[config.mk]
export PLATFORM = sky130hd
export DESIGN_NAME = dcache_2way_flat
export DESIGN_NICKNAME = d
export VERILOG_FILES = /design/src/rtl/dcache_2way_if.sv /design/src/rtl/dcache_2way.sv /design/src/flat_wrapper.sv
export SDC_FILE = /design/constraint.sdc
export NUM_CORES = 1
export LEC_CHECK = 0
export CORE_MARGIN = 2
export CORE_UTILIZATION = 52
export DETAILED_ROUTE_END_ITERATION = 6
export PLACE_DENSITY_LB_ADDON = 0.2
export SYNTH_ARGS = -nofsm -noshare
export SYNTH_HDL_FRONTEND = slang
export SYNTH_SLANG_ARGS = --single-unit
[constraint.sdc]
create_clock -name clock -period 19.4 [get_ports clock]
set_input_delay 2.91 -clock clock [delete_from_list [all_inputs] [get_ports clock]]
set_output_delay 2.91 -clock clock [all_outputs]
set_load 0.005 [all_outputs]
[src/rtl/dcache_2way_if.sv]
// CPU-side load/store handshake and memory-side block handshake for dcache_2way.
interface dcache_2way_if #(
    parameter int ADDR_W      = 8,
    parameter int BLOCK_BYTES = 4
);
    localparam int OFF_W = $clog2(BLOCK_BYTES);
    localparam int BLK_W = 8 * BLOCK_BYTES;

    logic                    read;
    logic                    write;
    logic [ADDR_W-1:0]       ADDRESS;
    logic [7:0]              WRITEDATA;
    logic [7:0]              READDATA;
    logic                    busywait;
    logic                    mem_read;
    logic                    mem_write;
    logic [ADDR_W-OFF_W-1:0] mem_address;
    logic [BLK_W-1:0]        mem_writedata;
    logic [BLK_W-1:0]        mem_readdata;
    logic                    mem_busywait;

    // Cache view of both handshakes.
    modport slave (
        input  read, write, ADDRESS, WRITEDATA, mem_readdata, mem_busywait,
        output READDATA, busywait, mem_read, mem_write, mem_address, mem_writedata
    );

    // CPU and memory view (the environment driving the cache).
    modport master (
        output read, write, ADDRESS, WRITEDATA, mem_readdata, mem_busywait,
        input  READDATA, busywait, mem_read, mem_write, mem_address, mem_writedata
    );
endinterface

[src/rtl/dcache_2way.sv]
// Two-way set-associative write-back/write-allocate data cache with per-set LRU.
// Optional hit/miss statistics are built when DCACHE_STATS_EN is defined.
module dcache_2way #(
    parameter int ADDR_W      = 8,
    parameter int SETS        = 4,
    parameter int BLOCK_BYTES = 4
) (
    input  logic          clock,
    input  logic          reset,
    dcache_2way_if.slave  bus,
    output logic [15:0]   hit_count,
    output logic [15:0]   miss_count
);
    localparam int OFF_W = $clog2(BLOCK_BYTES);
    localparam int IDX_W = $clog2(SETS);
    localparam int TAG_W = ADDR_W - IDX_W - OFF_W;
    localparam int BLK_W = 8 * BLOCK_BYTES;

    typedef enum logic [1:0] {
        S_IDLE      = 2'd0,
        S_WRITEBACK = 2'd1,
        S_FETCH     = 2'd2,
        S_REFILL    = 2'd3
    } state_t;

    state_t                              state_q, state_d;
    logic [SETS-1:0][1:0]                valid_q, valid_d;
    logic [SETS-1:0][1:0]                dirty_q, dirty_d;
    logic [SETS-1:0][1:0][TAG_W-1:0]     tag_q, tag_d;
    logic [SETS-1:0][1:0][BLK_W-1:0]     data_q, data_d;
    logic [SETS-1:0]                     lru_q, lru_d;
    logic                                victim_q, victim_d;

    logic [TAG_W-1:0] addr_tag_s;
    logic [IDX_W-1:0] addr_idx_s;
    logic [OFF_W-1:0] addr_off_s;
    logic             req_s;
    logic             hit0_s;
    logic             hit1_s;
    logic             hit_s;
    logic             hit_way_s;
    logic             victim_sel_s;
    logic             idle_hit_s;
    logic             idle_miss_s;

    assign addr_tag_s   = bus.ADDRESS[ADDR_W-1 -: TAG_W];
    assign addr_idx_s   = bus.ADDRESS[OFF_W +: IDX_W];
    assign addr_off_s   = bus.ADDRESS[OFF_W-1:0];
    assign req_s        = bus.read | bus.write;
    assign hit0_s       = valid_q[addr_idx_s][0] && (tag_q[addr_idx_s][0] == addr_tag_s);
    assign hit1_s       = valid_q[addr_idx_s][1] && (tag_q[addr_idx_s][1] == addr_tag_s);
    assign hit_s        = hit0_s | hit1_s;
    assign hit_way_s    = hit0_s ? 1'b0 : 1'b1;
    assign victim_sel_s = !valid_q[addr_idx_s][0] ? 1'b0 :
                          !valid_q[addr_idx_s][1] ? 1'b1 : lru_q[addr_idx_s];
    assign idle_hit_s   = (state_q == S_IDLE) && req_s && hit_s;
    assign idle_miss_s  = (state_q == S_IDLE) && req_s && !hit_s;

    // State register.
    always_ff @(posedge clock or posedge reset) begin
        if (reset) begin
            state_q <= S_IDLE;
        end else begin
            state_q <= state_d;
        end
    end

    // Next-state logic.
    always_comb begin
        state_d = state_q;
        case (state_q)
            S_IDLE: begin
                if (idle_miss_s) begin
                    if (valid_q[addr_idx_s][victim_sel_s] && dirty_q[addr_idx_s][victim_sel_s]) begin
                        state_d = S_WRITEBACK;
                    end else begin
                        state_d = S_FETCH;
                    end
                end else begin
                    state_d = S_IDLE;
                end
            end
            S_WRITEBACK: begin
                if (!bus.mem_busywait) begin
                    state_d = S_FETCH;
                end else begin
                    state_d = S_WRITEBACK;
                end
            end
            S_FETCH: begin
                if (!bus.mem_busywait) begin
                    state_d = S_REFILL;
                end else begin
                    state_d = S_FETCH;
                end
            end
            S_REFILL: state_d = S_IDLE;
            default:  state_d = S_IDLE;
        endcase
    end

    // Output decode: memory requests come straight from the registered state.
    always_comb begin
        bus.mem_read      = 1'b0;
        bus.mem_write     = 1'b0;
        bus.mem_address   = '0;
        bus.mem_writedata = '0;
        case (state_q)
            S_WRITEBACK: begin
                bus.mem_write     = 1'b1;
                bus.mem_address   = {tag_q[addr_idx_s][victim_q], addr_idx_s};
                bus.mem_writedata = data_q[addr_idx_s][victim_q];
            end
            S_FETCH: begin
                bus.mem_read    = 1'b1;
                bus.mem_address = {addr_tag_s, addr_idx_s};
            end
            default: begin
                bus.mem_read  = 1'b0;
                bus.mem_write = 1'b0;
            end
        endcase
        bus.busywait = req_s && !((state_q == S_IDLE) && hit_s);
        if (hit_s) begin
            bus.READDATA = data_q[addr_idx_s][hit_way_s][{addr_off_s, 3'b000} +: 8];
        end else begin
            bus.READDATA = 8'h00;
        end
    end

    // Array updates: store merge and LRU on hits, block install at fetch completion.
    always_comb begin
        valid_d  = valid_q;
        dirty_d  = dirty_q;
        tag_d    = tag_q;
        data_d   = data_q;
        lru_d    = lru_q;
        victim_d = victim_q;
        if (idle_miss_s) begin
            victim_d = victim_sel_s;
        end else begin
            victim_d = victim_q;
        end
        if (idle_hit_s) begin
            lru_d[addr_idx_s] = ~hit_way_s;
            if (bus.write) begin
                data_d[addr_idx_s][hit_way_s][{addr_off_s, 3'b000} +: 8] = bus.WRITEDATA;
                dirty_d[addr_idx_s][hit_way_s] = 1'b1;
            end else begin
                dirty_d[addr_idx_s][hit_way_s] = dirty_q[addr_idx_s][hit_way_s];
            end
        end else if ((state_q == S_FETCH) && !bus.mem_busywait) begin
            data_d[addr_idx_s][victim_q]  = bus.mem_readdata;
            tag_d[addr_idx_s][victim_q]   = addr_tag_s;
            valid_d[addr_idx_s][victim_q] = 1'b1;
            dirty_d[addr_idx_s][victim_q] = 1'b0;
            lru_d[addr_idx_s]             = ~victim_q;
        end else begin
            lru_d = lru_q;
        end
    end

    // Cache array registers.
    always_ff @(posedge clock or posedge reset) begin
        if (reset) begin
            valid_q  <= '0;
            dirty_q  <= '0;
            tag_q    <= '0;
            data_q   <= '0;
            lru_q    <= '0;
            victim_q <= 1'b0;
        end else begin
            valid_q  <= valid_d;
            dirty_q  <= dirty_d;
            tag_q    <= tag_d;
            data_q   <= data_d;
            lru_q    <= lru_d;
            victim_q <= victim_d;
        end
    end

`ifdef DCACHE_STATS_EN
    logic [15:0] hit_cnt_q, hit_cnt_d;
    logic [15:0] miss_cnt_q, miss_cnt_d;
    logic        miss_pend_q, miss_pend_d;

    // The hit that finishes a miss is not counted as a hit.
    always_comb begin
        hit_cnt_d   = hit_cnt_q;
        miss_cnt_d  = miss_cnt_q;
        miss_pend_d = miss_pend_q;
        if (idle_hit_s) begin
            miss_pend_d = 1'b0;
            if (!miss_pend_q && (hit_cnt_q != 16'hFFFF)) begin
                hit_cnt_d = hit_cnt_q + 16'd1;
            end else begin
                hit_cnt_d = hit_cnt_q;
            end
        end else if (idle_miss_s) begin
            miss_pend_d = 1'b1;
            if (miss_cnt_q != 16'hFFFF) begin
                miss_cnt_d = miss_cnt_q + 16'd1;
            end else begin
                miss_cnt_d = miss_cnt_q;
            end
        end else begin
            miss_pend_d = miss_pend_q;
        end
    end

    // Statistics registers.
    always_ff @(posedge clock or posedge reset) begin
        if (reset) begin
            hit_cnt_q   <= 16'd0;
            miss_cnt_q  <= 16'd0;
            miss_pend_q <= 1'b0;
        end else begin
            hit_cnt_q   <= hit_cnt_d;
            miss_cnt_q  <= miss_cnt_d;
            miss_pend_q <= miss_pend_d;
        end
    end

    assign hit_count  = hit_cnt_q;
    assign miss_count = miss_cnt_q;
`else
    assign hit_count  = 16'd0;
    assign miss_count = 16'd0;
`endif

endmodule
[src/flat_wrapper.sv]
// flat-port wrapper written by rule: the top's interface ports become plain ports
module dcache_2way_flat 
#(
    parameter int ADDR_W      = 8,
    parameter int SETS        = 4,
    parameter int BLOCK_BYTES = 4
)
  (clock, reset, hit_count, miss_count, bus_read, bus_write, bus_ADDRESS, bus_WRITEDATA, bus_mem_readdata, bus_mem_busywait, bus_READDATA, bus_busywait, bus_mem_read, bus_mem_write, bus_mem_address, bus_mem_writedata);
  dcache_2way_if #(.ADDR_W(ADDR_W), .BLOCK_BYTES(BLOCK_BYTES)) bus_i ();
  input  logic clock;
  input  logic reset;
  output logic [15:0] hit_count;
  output logic [15:0] miss_count;
  input wire logic [$bits(bus_i.read)-1:0] bus_read;
  input wire logic [$bits(bus_i.write)-1:0] bus_write;
  input wire logic [$bits(bus_i.ADDRESS)-1:0] bus_ADDRESS;
  input wire logic [$bits(bus_i.WRITEDATA)-1:0] bus_WRITEDATA;
  input wire logic [$bits(bus_i.mem_readdata)-1:0] bus_mem_readdata;
  input wire logic [$bits(bus_i.mem_busywait)-1:0] bus_mem_busywait;
  output wire logic [$bits(bus_i.READDATA)-1:0] bus_READDATA;
  output wire logic [$bits(bus_i.busywait)-1:0] bus_busywait;
  output wire logic [$bits(bus_i.mem_read)-1:0] bus_mem_read;
  output wire logic [$bits(bus_i.mem_write)-1:0] bus_mem_write;
  output wire logic [$bits(bus_i.mem_address)-1:0] bus_mem_address;
  output wire logic [$bits(bus_i.mem_writedata)-1:0] bus_mem_writedata;
  assign bus_i.read = bus_read;
  assign bus_i.write = bus_write;
  assign bus_i.ADDRESS = bus_ADDRESS;
  assign bus_i.WRITEDATA = bus_WRITEDATA;
  assign bus_i.mem_readdata = bus_mem_readdata;
  assign bus_i.mem_busywait = bus_mem_busywait;
  assign bus_READDATA = bus_i.READDATA;
  assign bus_busywait = bus_i.busywait;
  assign bus_mem_read = bus_i.mem_read;
  assign bus_mem_write = bus_i.mem_write;
  assign bus_mem_address = bus_i.mem_address;
  assign bus_mem_writedata = bus_i.mem_writedata;
  dcache_2way #(.ADDR_W(ADDR_W), .SETS(SETS), .BLOCK_BYTES(BLOCK_BYTES)) u_core (.clock(clock), .reset(reset), .bus(bus_i), .hit_count(hit_count), .miss_count(miss_count));
endmodule
### Word-level counts from Yosys, hierarchy flattened

Index checks and enable logic that the tools add are counted.

* bits in registers: 311
* bits of input ports: 53
* output and inout bits: 81
* word-level logic and storage cells: 142

* add/sub/neg operators: 1
* magnitude comparators: 7
* equality and inequality tests: 6
* shift-type cells: 3
* mux-type cells: 71
* bitwise gates (word level): 8
* reductions and logical operators: 19

Operators by type and width (count)
* $mux 256: 3
* $bwmux 256: 2
* $demux 64 s2: 2
* $mux 32: 7
* $mux 64: 3
* $bmux 64 s2: 1
* $demux 32 s1: 2
* $mux 8: 6
* $bwmux 32: 1
* $shift 8x7->32 const A: 1
* $shiftx 32x6->8: 1
* $shiftx 8x7->32: 1
* $mux 4: 5
* $bmux 8 s2: 1
* $demux 8 s2: 1
* $mux 1: 16
* $or 8x8->8: 2
* $mux 2: 7
* $logic_and 1x1->1: 12
* $pmux 6 s2: 1
* $and 8x8->8: 1
* $bmux 2 s2: 2
* $bwmux 4: 2
* $bwmux 8: 1
* other kinds (22): 34

### Logic depth before layout (Yosys ltp)

* depth after elaboration: 14
* depth in mapped cells: 11
* depth with buffers taken out: 7

### Least setup slack after synthesis

Ideal clock, no wire load.

* path type: input -> output
* start: input bus_ADDRESS[2]
* end: output bus_READDATA[6]
* arrival: 5.186 ns
* required time: 16.490 ns
* setup slack: 11.304 ns
* cell stages on the path: 9
* cells stage by stage: buf_6 mux4_2 xnor2_2 nand3_4 nor2_4 buf_4 buf_2 mux4_2 a22o_1

* cells in the longest elaborated chain, start to end: 8
* elaborated cells on any way between the ends: 15
* those cells by class: eq/ne (2); shift (1); mux (9); bitwise (1); reduce/logical (2)

RTL lines
* from (decl): line flat_wrapper.sv:16 `input wire logic [$bits(bus_i.ADDRESS)-1:0] bus_ADDRESS;`
* $bmux 8 s2: line dcache_2way.sv:50, dcache_2way.sv:51
* $mux 8 (not written as such): line dcache_2way.sv:51 `assign hit1_s = valid_q[addr_idx_s][1] && (tag_q[addr_idx_s][1] == addr_tag_s);`
* $eq 4x4->1: line dcache_2way.sv:50 `assign hit0_s = valid_q[addr_idx_s][0] && (tag_q[addr_idx_s][0] == addr_tag_s);`
* $logic_and 1x1->1: line dcache_2way.sv:50
* $mux 32 (not written as such) (2 in a row): line dcache_2way.sv:125 `bus.READDATA = data_q[addr_idx_s][hit_way_s][{addr_off_s, 3'b000} +: 8];`
* $shiftx 32x6->8: line dcache_2way.sv:125
* $mux 8 *: line dcache_2way.sv:124 `if (hit_s) begin`
* to (decl): line flat_wrapper.sv:20 `output wire logic [$bits(bus_i.READDATA)-1:0] bus_READDATA;`

Mark *: on every way between the ends. The rest lies on a longest branch, timed or not. The select of a mux whose other input is x is not followed.

### Final worst setup path

* start: input bus_ADDRESS[2]
* end: output bus_READDATA[7]

The elaborated chain is that of the path after synthesis.

==> flow_summary_export.csv <==
group,metric,value,unit
timing,drv_slew,0,
timing,clock.fmax,93.87,MHz
pwr,seqPwrFrac,0.366,
clock_network,cts.repair.resized,0,
pwr,cellInternalPower,1.974,mW
clock_network,clk_path_buf_depth,3,
setup_path,worst_setup_path_end_kind,"output pin",
die,die-height,193.1,microns
detailed_routing,drc,0,
yosys,synthCells,1582,
yosys,synth.top_cell.area_share,0.4184,
layout,final_nets,1647,
die,dieArea,0.03730,sq mm
layout,area_growth,12.51,%
layout,drive_gt1_frac,0.2001,
timing,finalClockSkew,0.01376,ns
yosys,synth_common_cells,"dfrtp_1 (311), a22oi_1 (164), o2bb2ai_1 (136)",
global_route,first_global_vias,14619,
pwr,p_comb_frac,0.385,
place,io_buffers,101,
timing,finalCriticalPeriod,10.65,ns
setup_path,rr_startpoint,"u_core.tag_q[10]",
yosys,syn-cell-area,0.01860,sq mm
outcome,status,"completed",
setup_path,reg2reg_slack,14.83,ns
setup_path,crit_chain,"buf_4 -> buf_4 -> mux4_1 -> xnor2_1 -> nand3_4 -> nor2_4 -> buf_4 -> mux4_2 -> a22o_1 -> clkdlybuf4s50_1",
setup_path,worst_path_most_repeated_cell,"buf_4",
setup_path,cp-endpoint,"bus_READDATA[7]",
setup_path,cp.buffers_inverters,4,
yosys,ys_seq_area_frac,0.4184,
yosys,syn_area_per_cell,11.76,sq um
global_route,gr-usage-all-layers,0.3300,
yosys,synth_edf_count,0,
place,dpl.hpwl,39360,microns
setup_path,crit_cells,10,
timing,rsz0062_at_grt,"false",
detailed_routing,drt-total-wl,60710,microns
setup_path,crit_path_start_kind,"primary input",
setup_path,critPathMaxStageDelay,0.90,ns
die,start_util,0.5255,
yosys,ys_warn_count,0,
detailed_routing,routedWlPerCell,29.26,microns
global_route,antenna_found_initial,0,
global_route,grt_max_degree,98,
setup_path,crit_required,16.49,ns
clock_network,clkTransAtPathRegs,0.06,ns
setup_path,crit_fanout,47,
yosys,ys_ff_latch,311,
timing,tightest_slew,1.117,ns
clock_network,htreeDepth,2,
die,core_area,0.03540,sq mm
clock_network,cts_tree,"yes",
detailed_routing,dr.first_iter.drc_count,1907,
detailed_routing,via_per_inst,7.155,
timing,fin_setup_tns,0,ns
setup_path,worst_path_max_delay_cell,"buf_4",
timing,setup_viol,0,
clock_network,cts_sinks,311,
clock_network,post_cts_buffers,0,
setup_path,startpoint,"bus_ADDRESS[2]",
timing,relSlewSlack,0.2551,
pwr,sw_frac_of_total,0.3570,
clock_network,root_buffer,"clkbuf_16",
pwr,p_sw,1.096,mW
die,die_w,193.1,microns
setup_path,worstSetupPathType,"in2out",
job,cap_violations,0,
yosys,synth_top_cell_by_area,"dfrtp_1",
layout,regArea,0.007784,sq mm
setup_path,rr_endpoint,"u_core.data_q[93]",
yosys,ys_types,62,
pwr,p_per_area,146.7,mW/mm^2
clock_network,clk_latency,0.53,ns
detailed_routing,via_count,14846,
layout,antennaDiodeCount,0,
layout,final_util,0.5912,
clock_network,cts_hold_buf,0,
layout,fillers,2893,
pwr,ir_drop,0.09491,mV
timing,final_hold_viol_count,0,
clock_network,cts_buffers,37,
yosys,synth.most_common_cell,"dfrtp_1",
detailed_routing,first_pass_iters,6,
layout,multi_input_area,0.009697,sq mm
die,rows,69,
global_route,grt_pass1_wl,92380,microns
global_route,overflow,0,
place,gp_congestion,0.8834,
yosys,synthFlopType,"dfrtp_1",
pwr,power,3.070,mW
setup_path,r2r_cells,8,
detailed_routing,ant_nets,0,
yosys,ys_top_cells_by_area,"dfrtp_1 (42%), mux4_2 (11%), a22oi_1 (6.6%)",
die,io_pins,134,
timing,fin_crit_sh,0.5491,
setup_path,cp.arrival,7.74,ns
pwr,p_clk_frac,0.248,
yosys,async_reset_ff_frac,1.000,
setup_path,cp_top_family,"buffers and inverters",
hold_path,hold_path_class,"reg2reg",
timing,fin_worst_hold_slack,0.4659,ns
pwr,leakage,8.104,nW
worst reg2reg max path, stage by stage (launching register included):
cell	delay, ns
dfrtp_1	0.37
mux4_1	0.55
xnor2_1	0.29
nand3_4	0.18
nor3_4	0.57
o32a_4	0.86
buf_4	0.97
a21oi_4	0.27
mux2_4	0.39
layout by cell type (no fill, tap or decap), types with 39 or more instances in the layout:
cell type / n
a22oi_1: 164
o2bb2ai_1: 136
dfrtp_1: 310
nand2_1: 48
o22ai_1: 65
inv_1: 76
mux4_2: 92
mux2_2: 46
clkbuf_16: 39
a22o_1: 114
clkdlybuf4s50_1: 99
kinds of logic after synthesis:
kind of cell	synth area share
AOI/OAI and AO/OA	0.2590
DFF	0.4184
buffers and inverters	0.06929
and+or+nand+nor	0.07124
muxes	0.1719
adders and majority gates	0.005382
xor gates and xnor gates	0.004574
other	0.0002016
worst min-delay path by stage:
stage | start | endpoint | cells after the start
after detailed placement | u_core.valid_q[6] | u_core.valid_q[6] | 1
after global routing | u_core.valid_q[6] | u_core.valid_q[6] | 1
final | u_core.valid_q[7] | u_core.valid_q[7] | 1
after floorplan | u_core.valid_q[5] | u_core.valid_q[5] | 1
after CTS | u_core.valid_q[4] | u_core.valid_q[4] | 1
after global placement | u_core.valid_q[1] | u_core.valid_q[1] | 1
metrics by stage:
step | setup WS (ns) | cell area, sq um | instances
finish | 8.747 | 20930 | 2075
CTS | 8.695 | 20930 | 2075
global route | 8.500 | 20930 | 2075
global placement | 8.745 | 19590 | 2008
floorplan | 7.889 | 18720 | 1613
detailed placement | 8.694 | 19590 | 2008
registers in the layout, indices dropped and copies added (netlist names):
| name | cells |
|---|---|
| u_core.data_q | 256 |
| u_core.tag_q | 32 |
| u_core.valid_q | 8 |
| u_core.dirty_q | 8 |
| u_core.victim_q | 1 |
| u_core.lru_q | 4 |
| u_core.state_q | 2 |
routing by layer:
metal,vias up,wire length [microns],share of wire,track usage
met4,0,2854,0.047,0.1509
met5,-,0,0,0
met1,7586,24290,0.40,0.4592
met3,185,5948,0.098,0.06842
li1,6144,-,-,-
met2,931,27620,0.45,0.5003
power by group through the flow:
stage               combinational, mW  clock (mW)  sequential, mW
CTS                              1.17       0.768            1.11
floorplan                       0.879           0            1.05
finish                           1.18       0.763            1.12
global placement                 1.14           0            1.11
global route                     1.25       0.793            1.15
detailed placement               1.16           0            1.12
cell type report:
cell class                 instances  area share
multi-input combinational       1028      0.4634
tap                              461     0.02757
sequential                       311      0.3720
timing repair buffer             131     0.05884
clock inverter                    13    0.009448
clock buffer                      54     0.05459
inverter                          77     0.01417
No activity file was read; power rests on OpenSTA's default activity.
